==> src/rtl/perf_csr_responder.sv <==
// -----------------------------------------------------------------------------
// perf_csr_responder
//
// Responder side of the core's performance-metric interface. Counts perf
// events in CNT_W-bit counters (mcycle, minstret, hpmcounter3..) and answers
// CSR read requests, one at a time, over a valid/ready handshake.
//
// Ports:
//   clk          system clock, rising edge
//   rst          asynchronous active-high reset
//   perf_enable  counting enable; all counters hold while low
//   ev_retire    one instruction retired this cycle (minstret += 1)
//   ev_hpm       per-counter event strobes; bit i drives hpmcounter(3+i)
//   req_valid    CSR read request valid
//   req_ready    responder can accept a request (only while idle)
//   req_addr     12-bit CSR address
//   resp_valid   response valid, held until resp_ready
//   resp_ready   requester accepts the response
//   resp_data    32-bit read data (0 on error)
//   resp_err     set when the address decodes to no counter
//
// Address map: 0xB00/0xC00 cycle, 0xB02/0xC02 instret, 0xB03+i/0xC03+i
// hpmcounter(3+i); +0x080 selects the upper 32 bits.
//
// Optional macro PERF_SNAPSHOT_EN: a low-half read snapshots the upper half
// of the same counter, and the next matching high-half read returns that
// snapshot, so a low/high pair is coherent across a carry.
// -----------------------------------------------------------------------------
module perf_csr_responder #(
    parameter int NUM_HPM = 4,
    parameter int CNT_W   = 64
) (
    input  logic               clk,
    input  logic               rst,
    input  logic               perf_enable,
    input  logic               ev_retire,
    input  logic [NUM_HPM-1:0] ev_hpm,
    input  logic               req_valid,
    output logic               req_ready,
    input  logic [11:0]        req_addr,
    output logic               resp_valid,
    input  logic               resp_ready,
    output logic [31:0]        resp_data,
    output logic               resp_err
);

    typedef enum logic {
        S_IDLE = 1'b0,
        S_RESP = 1'b1
    } state_t;

    state_t            r_state;
    state_t            w_state_nxt;
    logic              w_accept;

    logic [CNT_W-1:0]  r_mcycle;
    logic [CNT_W-1:0]  r_minstret;
    logic [CNT_W-1:0]  r_hpm [NUM_HPM];

    logic [31:0]       r_resp_data;
    logic              r_resp_err;

    logic              w_bank_ok;
    logic              w_is_hi;
    logic [4:0]        w_idx;
    logic              w_hit;
    logic [CNT_W-1:0]  w_sel;
    logic [31:0]       w_sel_lo;
    logic [31:0]       w_sel_hi;
    logic [31:0]       w_rd_data;

    // Address decode: bits [6:5] must be zero, bit 7 picks the half,
    // bits [4:0] pick the counter within the machine/user bank.
    assign w_bank_ok = ((req_addr[11:8] == 4'hB) || (req_addr[11:8] == 4'hC))
                       && (req_addr[6:5] == 2'b00);
    assign w_is_hi   = req_addr[7];
    assign w_idx     = req_addr[4:0];

    always_comb begin
        w_hit = 1'b0;
        w_sel = '0;
        if (w_bank_ok) begin
            if (w_idx == 5'd0) begin
                w_hit = 1'b1;
                w_sel = r_mcycle;
            end else if (w_idx == 5'd2) begin
                w_hit = 1'b1;
                w_sel = r_minstret;
            end else begin
                for (int i = 0; i < NUM_HPM; i++) begin
                    if (w_idx == 5'(i + 3)) begin
                        w_hit = 1'b1;
                        w_sel = r_hpm[i];
                    end
                end
            end
        end
    end

    assign w_sel_lo = 32'(w_sel);
    assign w_sel_hi = 32'(w_sel >> 32);

`ifdef PERF_SNAPSHOT_EN
    logic        r_sh_valid;
    logic [4:0]  r_sh_idx;
    logic [31:0] r_sh_data;
    logic        w_sh_match;

    assign w_sh_match = r_sh_valid && (r_sh_idx == w_idx);

    always_comb begin
        w_rd_data = '0;
        if (w_hit) begin
            if (!w_is_hi)
                w_rd_data = w_sel_lo;
            else if (w_sh_match)
                w_rd_data = r_sh_data;
            else
                w_rd_data = w_sel_hi;
        end
    end

    // Shadow is only touched by accepted, implemented reads.
    always_ff @(posedge clk or posedge rst) begin
        if (rst) begin
            r_sh_valid <= 1'b0;
            r_sh_idx   <= '0;
            r_sh_data  <= '0;
        end else if (w_accept && w_hit) begin
            if (!w_is_hi) begin
                r_sh_valid <= 1'b1;
                r_sh_idx   <= w_idx;
                r_sh_data  <= w_sel_hi;
            end else if (w_sh_match) begin
                r_sh_valid <= 1'b0;
            end
        end
    end
`else
    always_comb begin
        w_rd_data = '0;
        if (w_hit)
            w_rd_data = w_is_hi ? w_sel_hi : w_sel_lo;
    end
`endif

    // Request/response FSM
    always_ff @(posedge clk or posedge rst) begin
        if (rst)
            r_state <= S_IDLE;
        else
            r_state <= w_state_nxt;
    end

    always_comb begin
        w_state_nxt = r_state;
        w_accept    = 1'b0;
        req_ready   = 1'b0;
        case (r_state)
            S_IDLE: begin
                req_ready = 1'b1;
                if (req_valid) begin
                    w_accept    = 1'b1;
                    w_state_nxt = S_RESP;
                end
            end
            S_RESP: begin
                if (resp_ready)
                    w_state_nxt = S_IDLE;
            end
            default: w_state_nxt = S_IDLE;
        endcase
    end

    // Response capture uses the counter values from before this edge's
    // increment, so the data reflects the cycle the request was accepted.
    always_ff @(posedge clk or posedge rst) begin
        if (rst) begin
            r_resp_data <= '0;
            r_resp_err  <= 1'b0;
        end else if (w_accept) begin
            r_resp_data <= w_rd_data;
            r_resp_err  <= ~w_hit;
        end
    end

    assign resp_valid = (r_state == S_RESP);
    assign resp_data  = r_resp_data;
    assign resp_err   = r_resp_err;

    // Event counters; wrap silently modulo 2^CNT_W
    always_ff @(posedge clk or posedge rst) begin
        if (rst) begin
            r_mcycle   <= '0;
            r_minstret <= '0;
            for (int i = 0; i < NUM_HPM; i++)
                r_hpm[i] <= '0;
        end else if (perf_enable) begin
            r_mcycle   <= r_mcycle + CNT_W'(1);
            r_minstret <= r_minstret + CNT_W'(ev_retire);
            for (int i = 0; i < NUM_HPM; i++)
                r_hpm[i] <= r_hpm[i] + CNT_W'(ev_hpm[i]);
        end
    end

endmodule

==> config.mk <==
export PLATFORM = sky130hd
export DESIGN_NAME = perf_csr_responder
export DESIGN_NICKNAME = d
export VERILOG_FILES = /design/src/rtl/perf_csr_responder.sv
export SDC_FILE = /design/constraint.sdc
export NUM_CORES = 1
export LEC_CHECK = 0
export CAP_MARGIN = 0
export CORE_ASPECT_RATIO = 1.75
export CORE_MARGIN = 2
export CORE_UTILIZATION = 50
export DETAILED_ROUTE_END_ITERATION = 16
export PLACE_DENSITY_LB_ADDON = 0.12
export SLEW_MARGIN = 15
export SYNTH_ARGS = -nofsm -noshare
export SYNTH_HDL_FRONTEND = slang
export SYNTH_SLANG_ARGS = --single-unit
==> constraint.sdc <==
create_clock -name clk -period 15.19 [get_ports clk]
set_input_delay 1.519 -clock clk [delete_from_list [all_inputs] [get_ports clk]]
set_output_delay 1.519 -clock clk [all_outputs]
set_load 0.05 [all_outputs]
* Word level (Yosys, flattened, before mapping)
Index checks and enable logic that the tools add are counted.
** Operators by class
- Equal/unequal tests :: 7
- Bitwise operators :: 2
- Add/sub/neg operators :: 6
- Reductions and logical operators :: 4
- Muxes and demuxes :: 21
** Operators with widths (count)
- two-way mux 64 bit :: 7
- adder 64 x 1 -> 64 bit :: 5
- adder 64 x 1 -> 64 bit, second input constant :: 1
- two-way mux 32 bit :: 2
- equality test 5 x 3 -> 1 bit, second input constant :: 3
- two-way mux 1 bit :: 11
- equality test 5 x 2 -> 1 bit, second input constant :: 2
- equality test 4 bit, second input constant :: 2
- zero test 5 bit :: 1
- zero test 2 bit :: 1
- NOT 1 bit :: 2
- one-hot mux 1 bit (2 select lines) :: 1
- logical AND 1 bit :: 1
- logical OR 1 bit :: 1
** Word-level totals
- Register bits :: 418
- Output and inout port bits :: 35

* Longest topological paths before layout
Gate-level depths: netlist of run 1.
- Word-level depth :: 10
- Depth in mapped cells :: 9
- Depth with buffers taken out :: 7

* Worst setup path before layout of run 1
OpenSTA, ideal clock, no wires.
- Path kind :: input -> register
- Start :: input ev_retire
- End :: register r_minstret[52]
- Slack :: 11.817 ns
- Arrival :: 3.250 ns
- Stages on the path :: 9
- Cells stage by stage :: ha_1 > ha_1 > clkbuf_1 > nand4_1 > nor3_1 > and3_1 > buf_1 > nand4_1 > xnor2_1
** On the way
- Cells in the longest elaborated chain, start to end :: 1
** RTL lines
- start, declared :: RTL line 36 : input logic ev_retire,
- adder 64 x 1 -> 64 bit :: RTL line 200 : r_minstret <= r_minstret + CNT_W'(ev_retire);
- end signal, assigned :: RTL line 200
- end, declared :: RTL line 57 : logic [CNT_W-1:0] r_minstret;
Every way passes these cells.
A chain may end at the register's enable or synchronous reset.

==> metrics.yaml, run 1 <==
power:
  fin_total_pwr_uw: 2490
  power_density_nw_per_um2: 103
  vdd_drop_max_mv: 0.0817
  p_leak_uw: 0.0110
timing:
  tightest_slew_ns: 1.16
  slew_violations: 0
  rsz0062_at_grt: "false"
  hold_viol: 0
  whs_ns: 0.468
  tns_ns: 0
  setup_viol: 0
  finalCritPeriodShare: 0.274
  relSlewSlack: 0.225
  min_period_ns: 4.17
  fmax_mhz: 240
  skew_ns: 0.0211
min_path:
  hold_path_depth: 1
  hp-class: "flop to flop"
  hold_path_startpoint: "r_hpm[63]$_DFFE_PP0P_"
  hold_end: "r_hpm[63]$_DFFE_PP0P_"
yosys:
  mappedNetlistArea_um2: 21800
  synth.distinct_cells: 54
  synth_cells: 2122
  ys_async_sr_fraction: 1.00
  yosysTopAreaCell: "dfrtp_1"
  synthTopCellsByArea: "dfrtp_1 (48%), xnor2_1 (8.8%), xor2_1 (6.2%)"
  yosys_warnings: 0
  synthTopCellsByCount: "dfrtp_1 (418), xnor2_1 (219), nand2_1 (174), xor2_1 (155), nor2_1 (129)"
  synth.most_common_cell: "dfrtp_1"
  syn_nets: 2155
  ys_seq_area_frac: 0.481
  avgSynthCellArea_um2: 10.3
  synth_flop_cell: "dfrtp_1"
  ys_ff_latch: 418
  synth_edf_count: 0
  synth_top_area_share: 0.481
grt:
  antenna_found_initial: 0
  grt_pass1_wl_um: 106000
  grt_pass1_vias: 17428
  grt_max_degree: 165
  grt_overflow: 0
  grt_use_total: 0.309
final_layout:
  area_growth_pct: 11.4
  fin_util: 0.561
  nets: 2179
  diodes: 0
  fillerInstances: 3822
  drive_above_1_share: 0.0649
run:
  maxCapViolCount: 0
clock_tree:
  clkTransAtPathRegs_ns: 0.06
  root_buffer: "clkbuf_16"
  h-tree-depth: 2
  clk_path_buf_depth: 3
  cts_setup_buffers: 0
  clkLatencyLatePin_ns: 0.57
  post_cts_resized: 0
  hold_buffers: 0
  tritoncts: "done"
  cts_sinks: 418
  cts_buffers: 41
worst_setup_path:
  rr_startpoint: "r_hpm[6]$_DFFE_PP0P_"
  criticalPathCategory: "input port to flop"
  worstSetupEndpointType: "flop"
  r2r_end: "r_hpm[63]$_DFFE_PP0P_"
  r2r_setup_slack_ns: 12.14
  startpoint_type: "input port"
  crit_fanout: 35
  r2r_cells: 5
  critPathArrivalTime_ns: 4.64
  crit_required_ns: 15.66
floorplanning:
  core_um2: 43200
  dieArea_um2: 45300
  rows: 101
  die_h_um: 280
  start_util: 0.504
  die_w_um: 162
  ios: 57
drt:
  drc: 0
  viasPerCell: 6.31
  dr.pass1.iters: 5
  vias: 17268
  initialDrtViolationCount: 1538
  wl_per_cell_um: 25.2
  wl_um: 68900
  ant_nets: 0
place:
  gp_congestion: 0.975
  dp_hpwl_um: 51200
  port-buffer-count: 56
run_status:
  outcome: "finished, final reports clean"
==> worst max-delay path by stage <==
stage	startpoint	endpoint	slack, ns
after global placement	perf_enable	r_hpm[59]$_DFFE_PP0P_	9.89
after detailed placement	perf_enable	r_hpm[63]$_DFFE_PP0P_	10.41
final	perf_enable	r_hpm[127]$_DFFE_PP0P_	11.02
after CTS	perf_enable	r_hpm[63]$_DFFE_PP0P_	10.98
after global routing	perf_enable	r_hpm[127]$_DFFE_PP0P_	10.76
after floorplan	rst	r_hpm[0]$_DFFE_PP0P_	2.04
==> per-stage QoR <==
step / instance area [um2] / instances / worst slack (ns)
floorplan: 21800 / 2122 / 2.04
global placement: 22800 / 2669 / 9.89
detailed placement: 22900 / 2669 / 10.41
CTS: 24300 / 2738 / 10.98
global route: 24300 / 2738 / 10.76
finish: 24300 / 2738 / 11.02
==> registers in the layout, indices dropped and copies added, names as in the netlist <==
| name | cells |
|---|---|
| resp_data | 32 |
| resp_valid | 1 |
| resp_err | 1 |
| r_mcycle | 64 |
| r_minstret | 64 |
| r_hpm | 256 |
==> cell families after synthesis <==
kind of cell,Yosys count,share of synthesized area
xor+xnor,374,0.150
mux,75,0.0351
compound gates,261,0.0916
flops,418,0.481
fa+ha+maj,11,0.00632
buf+inv,139,0.0261
simple gates,844,0.210
==> routing by layer <==
metal | vias to the layer above | global-route usage | wire length, um
met5 | - | 0 | 0
li1 | 7709 | - | -
met4 | 0 | 0.231 | 6150
met3 | 218 | 0.0451 | 3550
met2 | 635 | 0.532 | 34600
met1 | 8706 | 0.344 | 24600
==> worst max-delay path, stage by stage <==
cell	delay (ns)
clkdlybuf4s50_1	0.45
buf_4	0.32
nand4_1	0.45
nor4_1	0.82
nand4_1	0.52
nor3_1	0.38
xor2_1	0.17
==> cells in the final DEF (no fill, tap or decap), types with 11 or more instances in the layout <==
master | synthesis | final
mux2_2 | 11 | 11
nor4_1 | 25 | 24
buf_4 | 2 | 21
inv_1 | 42 | 41
xnor2_1 | 219 | 219
dfrtp_1 | 418 | 418
mux2i_1 | 64 | 64
xor2_1 | 155 | 155
a22oi_1 | 64 | 64
clkdlybuf4s50_1 | 0 | 56
a32o_1 | 32 | 32
and2_1 | 12 | 11
o221ai_1 | 32 | 32
a22o_1 | 30 | 30
nor3_1 | 84 | 84
o2111ai_1 | 30 | 30
and4_1 | 37 | 37
o21ai_0 | 65 | 65
nand4_1 | 115 | 115
nor2_1 | 129 | 128
nand2_1 | 174 | 173
and3_1 | 45 | 45
nand3_1 | 127 | 127
nand2b_1 | 35 | 35
clkbuf_16 | 0 | 43
ha_1 | 11 | 11
==> power breakdown <==
| group | total, uW | switching, uW | internal (uW) |
|---|---|---|---|
| Combinational | 170 | 99.7 | 70.7 |
| Sequential | 1230 | 67.6 | 1160 |
| Clock | 1090 | 449 | 639 |
| Total | 2490 | 617 | 1870 |
==> area by class of cell <==
cell class                      count  area (um2)  area share
Clock buffer                       58        1210      0.0500
Tap cell                          566         708      0.0292
Timing Repair Buffer               78         738      0.0304
Inverter                           42         165     0.00681
Sequential cell                   418       10500       0.431
Multi-Input combinational cell   1565       10800       0.445
Clock inverter                     11         184     0.00758
(Power assumes the default switching activity.)
==> run 2: changes to the inputs <==
- clock period: 15.19 -> 3.8 ns (I/O delays scaled with it)
==> run 2 against run 1 <==
Compared with the run above: critical path depth decreased by 1; register-to-register slack got worse by 11 ns; setup slack got worse by 10 ns; routed wire length decreased by 1.2%; sequential cell count unchanged; first-iteration DRC count decreased by 8.7%; sequential power increased to 4.0 times the previous value; critical endpoint unchanged; largest cell class unchanged.
==> metrics.yaml, run 2 (synthesized netlist as in run 1, its figures left out) <==
clock_tree:
  cts_setup_buffers: 0  # unchanged
  tritoncts: "done"
  cts_buffers: 41  # unchanged
  h-tree-depth: 2  # unchanged
  root_buffer: "clkbuf_16"
  post_cts_resized: 0  # unchanged
  clk_path_buf_depth: 3  # unchanged
  clkTransAtPathRegs_ns: 0.06  # about the same
  cts_sinks: 418  # unchanged
  clkLatencyLatePin_ns: 0.57  # about the same
  hold_buffers: 0  # unchanged
timing:
  min_period_ns: 3.16
  hold_viol: 0  # unchanged
  rsz0062_at_grt: "false"
  tightest_slew_ns: 1.10  # -0.0624 ns
  skew_ns: 0.0270  # +0.00588 ns
  slew_violations: 0  # unchanged
  setup_viol: 0  # unchanged
  relSlewSlack: 0.267  # +0.0416
  tns_ns: 0  # unchanged
  fmax_mhz: 316
  finalCritPeriodShare: 0.833
grt:
  use_met1: 0.354  # +0.0101
  antenna_found_initial: 2  # +2
  grt_overflow: 0  # unchanged
  grt_max_degree: 86  # -48%
  grt_util_met3: 0.0398  # -0.00532
  grt_use_total: 0.308  # -0.000999
  grt_pass1_wl_um: 106000  # +0.25%
  grt.met2_usage: 0.528  # -0.00394
  top_usage_layer: "met2"
  grt_pass1_vias: 17212  # -1.2%
drt:
  ant_nets: 0  # unchanged
  drc: 0  # unchanged
  dr.pass1.iters: 5  # unchanged
  wl_per_cell_um: 24.7  # -2.1%
  initialDrtViolationCount: 1404  # -8.7%
  wl_um: 68100  # -1.2%
  vias: 17229  # -0.23%
  viasPerCell: 6.24  # -1.1%
run:
  maxCapViolCount: 0  # unchanged
power:
  p_leak_uw: 0.0111  # +0.88%
  power_density_nw_per_um2: 396  # +290%
  vdd_drop_max_mv: 0.361  # +340%
floorplanning:
  dieArea_um2: 45300  # unchanged
  rows: 101  # unchanged
  die_h_um: 280  # unchanged
  ios: 57  # unchanged
  start_util: 0.504  # unchanged
  die_w_um: 162  # unchanged
  core_um2: 43200  # unchanged
place:
  gp_congestion: 0.903  # -7.4%
  port-buffer-count: 56  # unchanged
  dp_hpwl_um: 50500  # -1.4%
final_layout:
  drive_above_1_share: 0.0742  # +0.00931
  largestRegisters: "r_hpm (256), r_mcycle (64), r_minstret (64)"
  nets: 2202  # +1.1%
  final_cell_mix: "dfrtp_1 (418), xnor2_1 (219), nand2_1 (173)"
  area_growth_pct: 12.2
  regMostFlops: "r_hpm"
  largest_reg_flops: 256  # unchanged
  fillerInstances: 3890  # +1.8%
  layout_commonest_cell: "dfrtp_1"
  fin_util: 0.565  # +0.00382
min_path:
  hp-class: "input port to async pin"
worst_setup_path:
  critPathArrivalTime_ns: 3.64  # -1.00 ns
  crit_required_ns: 4.27  # -11.39 ns
  crit_fanout: 16  # -54%
  startpoint_type: "input port"
  criticalPathCategory: "input port to flop"
  worstSetupEndpointType: "flop"
run_status:
  outcome: "finished, final reports clean"
run 2: cell types whose count changed in the layout (fill, tap and decap cells not counted), sizes merged:
cell	before	now
clkinv	5	8
buf	22	45
diode	0	1
clkinvlp	0	2
bufinv	5	1
run 2: final cells by class:
class	instances	area [um2]	area share
multi-input combinational	1565	10800	0.441
sequential	418	10500	0.428
clock buffer	58	1190	0.0487
timing repair buffer	101	1020	0.0419
tap	566	708	0.0290
inverter	42	161	0.00661
clock inverter	12	95.1	0.00389
antenna	1	2.50	0.000102
run 2: worst paths after layout:
| kind | start | to | slack (ns) | cells past startpoint |
|---|---|---|---|---|
| setup / recovery | perf_enable | r_hpm[127]$_DFFE_PP0P_ | 0.64 | 6 |
| hold reg to reg | r_minstret[63]$_DFFE_PP0P_ | r_minstret[63]$_DFFE_PP0P_ | 0.47 | 1 |
| max in group asynchronous | rst | r_hpm[92]$_DFFE_PP0P_ | 2.56 | 3 |
| setup reg to reg | r_hpm[64]$_DFFE_PP0P_ | r_hpm[127]$_DFFE_PP0P_ | 0.86 | 6 |
| min in group clk | resp_ready | resp_valid$_DFF_PP0_ | 0.41 | 2 |
| hold / removal | rst | r_mcycle[20]$_DFFE_PP0P_ | 0.31 | 2 |
run 2: metrics by stage:
stage	hold WS, ns	std cells	power [uW]	setup slack, ns	cell area (um2)
6_report	0.307	2763	9660	0.636	24400
5_1_grt	0.361	2762	10000	0.483	24400
4_1_cts	0.320	2762	9720	0.651	24400
2_1_floorplan	0.433	2122	5400	-2.22	21800
3_3_place_gp	0.458	2692	5670	0.111	23100
3_5_place_dp	0.456	2692	5700	0.0930	23100
run 2: report_power, final:
| part | switching [uW] | total [uW] | leakage, uW | internal (uW) |
|---|---|---|---|---|
| combinational | 421 | 723 | 0.00482 | 302 |
| clock | 1800 | 4050 | 0.000640 | 2250 |
| sequential | 258 | 4900 | 0.00562 | 4640 |
| total | 2480 | 9660 | 0.0111 | 7180 |
run 2: worst max-delay path, cell delays in order:
cell	delay, ns
clkdlybuf4s50_1	0.80
nand4_1	0.61
nor4_1	0.78
nand4_1	0.51
nor3_1	0.36
xor2_1	0.17
run 2: routing by layer:
layer	routed length [um]	part of all wire
met1	24800	0.36
met2	34300	0.50
met3	3170	0.046
met4	5840	0.086
met5	11	0.00016
==> run 3: changes to the inputs <==
- clock period: 3.8 -> 3.1 ns (I/O delays scaled with it)
==> run 3 against run 2 <==
Compared with the run above: hold slack got worse by 0.078 ns; highest routed layer unchanged; design area increased by 1.1%; routed wire length about the same; sequential cell count unchanged; clock power increased by 28%; sequential share of layout area decreased by 0.45 points; via count increased by 0.59%; setup slack got worse by 0.17 ns; power increased by 25%; core utilization increased by 0.60 points.
==> metrics.yaml, run 3 (synthesized netlist as in run 1, its figures left out) <==
final_layout:
  layout_commonest_cell: "dfrtp_1"
  drive_above_1_share: 0.0824  # +0.00821
  area_growth_pct: 13.4
  diodes: 0  # -1
  final_cell_mix: "dfrtp_1 (418), xnor2_1 (219), nand2_1 (173)"
  largest_reg_flops: 256  # unchanged
  regMostFlops: "r_hpm"
  nets: 2222  # +0.91%
  largestRegisters: "r_hpm (256), r_mcycle (64), r_minstret (64)"
  stdcell_area_um2: 24700  # +1.1%
clock_tree:
  post_cts_resized: 0  # unchanged
  tritoncts: "done"
  cts_sinks: 418  # unchanged
  clk_path_buf_depth: 3  # unchanged
  h-tree-depth: 2  # unchanged
  root_buffer: "clkbuf_16"
  cts_setup_buffers: 0  # unchanged
  hold_buffers: 0  # unchanged
  cts_buffers: 41  # unchanged
  clkLatencyLatePin_ns: 0.57  # about the same
  clkTransAtPathRegs_ns: 0.06  # about the same
floorplanning:
  dieArea_um2: 45300  # unchanged
  rows: 101  # unchanged
  core_um2: 43200  # unchanged
  start_util: 0.504  # unchanged
  die_h_um: 280  # unchanged
  die_w_um: 162  # unchanged
  ios: 57  # unchanged
worst_setup_path:
  rr_startpoint: "r_hpm[67]$_DFFE_PP0P_"
  worstSetupEndpointType: "flop"
  criticalPathCategory: "flop to flop"
  r2r_cells: 6  # unchanged
  critPathArrivalTime_ns: 3.11  # -0.53 ns
  r2r_setup_slack_ns: 0.47  # -0.39 ns
  crit_fanout: 7  # -9
  startpoint_type: "flop"
  r2r_end: "r_hpm[127]$_DFFE_PP0P_"
  crit_required_ns: 3.58  # -0.69 ns
drt:
  wl_um: 68200  # about the same
  dr.pass1.iters: 8  # +3
  wl_per_cell_um: 24.5  # -0.75%
  vias: 17330  # +0.59%
  initialDrtViolationCount: 1514  # +7.8%
  ant_nets: 0  # unchanged
  drc: 0  # unchanged
  viasPerCell: 6.22  # -0.24%
power:
  clockPowerShare: 0.429  # +0.010
  vdd_drop_max_mv: 0.439  # +21%
  power_density_nw_per_um2: 490  # +24%
  combPwrFrac: 0.074  # about the same
  p_leak_uw: 0.0112  # +1.3%
  switching_share: 0.252  # -0.00438
  switching_power_uw: 3050  # +23%
  p_seq_frac: 0.497  # -0.010
  internal-power_uw: 9040  # +26%
run:
  maxCapViolCount: 0  # unchanged
grt:
  grt_pass1_wl_um: 105000  # -1.0%
  grt_pass1_vias: 17148  # -0.37%
  grt_use_total: 0.305  # -0.00227
  grt_max_degree: 98  # +14%
  antenna_found_initial: 1  # -1
  grt_overflow: 0  # unchanged
timing:
  rsz0062_at_grt: "false"
  setup_viol: 0  # unchanged
  relSlewSlack: 0.470  # +0.203
  min_period_ns: 2.63
  tightest_slew_ns: 0.795  # -0.304 ns
  skew_ns: 0.0284  # +0.00143 ns
  finalCritPeriodShare: 0.848
  hold_viol: 0  # unchanged
  slew_violations: 0  # unchanged
  whs_ns: 0.228  # -0.0785 ns
  fmax_mhz: 380
place:
  port-buffer-count: 56  # unchanged
  placed_area_um2: 23300  # +0.76%
  gp_congestion: 0.910  # +0.70%
  dp_hpwl_um: 50400  # about the same
run_status:
  outcome: "finished, final reports clean"
min_path:
  hp-class: "input port to async pin"
==> run 3: critical path, stage by stage (launching register included) <==
cell and delay [ns]:
dfrtp_1 0.47, nand4_1 0.43, nor4_1 0.54, buf_4 0.21, nand4_1 0.35, nor3_1 0.36
xor2_1 0.18
==> run 3: worst max-delay path by stage <==
stage	start	endpoint	slack (ns)	cells after the start
floorplan	rst	r_hpm[0]$_DFFE_PP0P_	-2.85	1
global placement	perf_enable	r_hpm[127]$_DFFE_PP0P_	0.11	9
detailed placement	perf_enable	r_hpm[127]$_DFFE_PP0P_	0.1	9
CTS	r_hpm[67]$_DFFE_PP0P_	r_hpm[127]$_DFFE_PP0P_	0.45	6
global route	r_hpm[67]$_DFFE_PP0P_	r_hpm[127]$_DFFE_PP0P_	0.29	6
finish	r_hpm[67]$_DFFE_PP0P_	r_hpm[127]$_DFFE_PP0P_	0.47	6
==> run 3: routing by layer <==
metal | track usage | vias up | part of all wire | wire [um]
met5 | 0 | - | 0.00016 | 11
met1 | 0.356 | 8675 | 0.37 | 25100
met2 | 0.529 | 649 | 0.51 | 34400
li1 | - | 7794 | - | -
met3 | 0.0319 | 210 | 0.045 | 3100
met4 | 0.207 | 2 | 0.081 | 5510
==> run 3: cell type report <==
| class | instances | area [um2] |
|---|---|---|
| Clock buffer | 66 | 1270 |
| Tap cell | 566 | 708 |
| Fill cell | 3802 | 18500 |
| Multi-Input combinational cell | 1565 | 10800 |
| Sequential cell | 418 | 10500 |
| Timing Repair Buffer | 121 | 1200 |
| Inverter | 42 | 161 |
| Clock inverter | 8 | 97.6 |
==> run 3: metrics by stage <==
| step | utilization | cells | setup WS (ns) | TNS, ns | total power [uW] |
|---|---|---|---|---|---|
| after floorplan | - | 2122 | -2.85 | -1190.27 | 6620 |
| after global placement | 0.539 | 2712 | 0.106 | 0 | 6980 |
| after detailed placement | 0.539 | 2712 | 0.0959 | 0 | 7000 |
| after CTS | 0.571 | 2786 | 0.449 | 0 | 12200 |
| after global routing | 0.571 | 2786 | 0.290 | 0 | 12500 |
| final | 0.571 | 2786 | 0.471 | 0 | 12100 |
==> run 3: power groups by stage <==
stage	clock [uW]	sequential, uW	combinational, uW
floorplan	0	6010	610
global placement	0	6100	879
CTS	5270	6000	905
global route	5470	6050	986
detailed placement	0	6110	898
finish	5190	6010	889
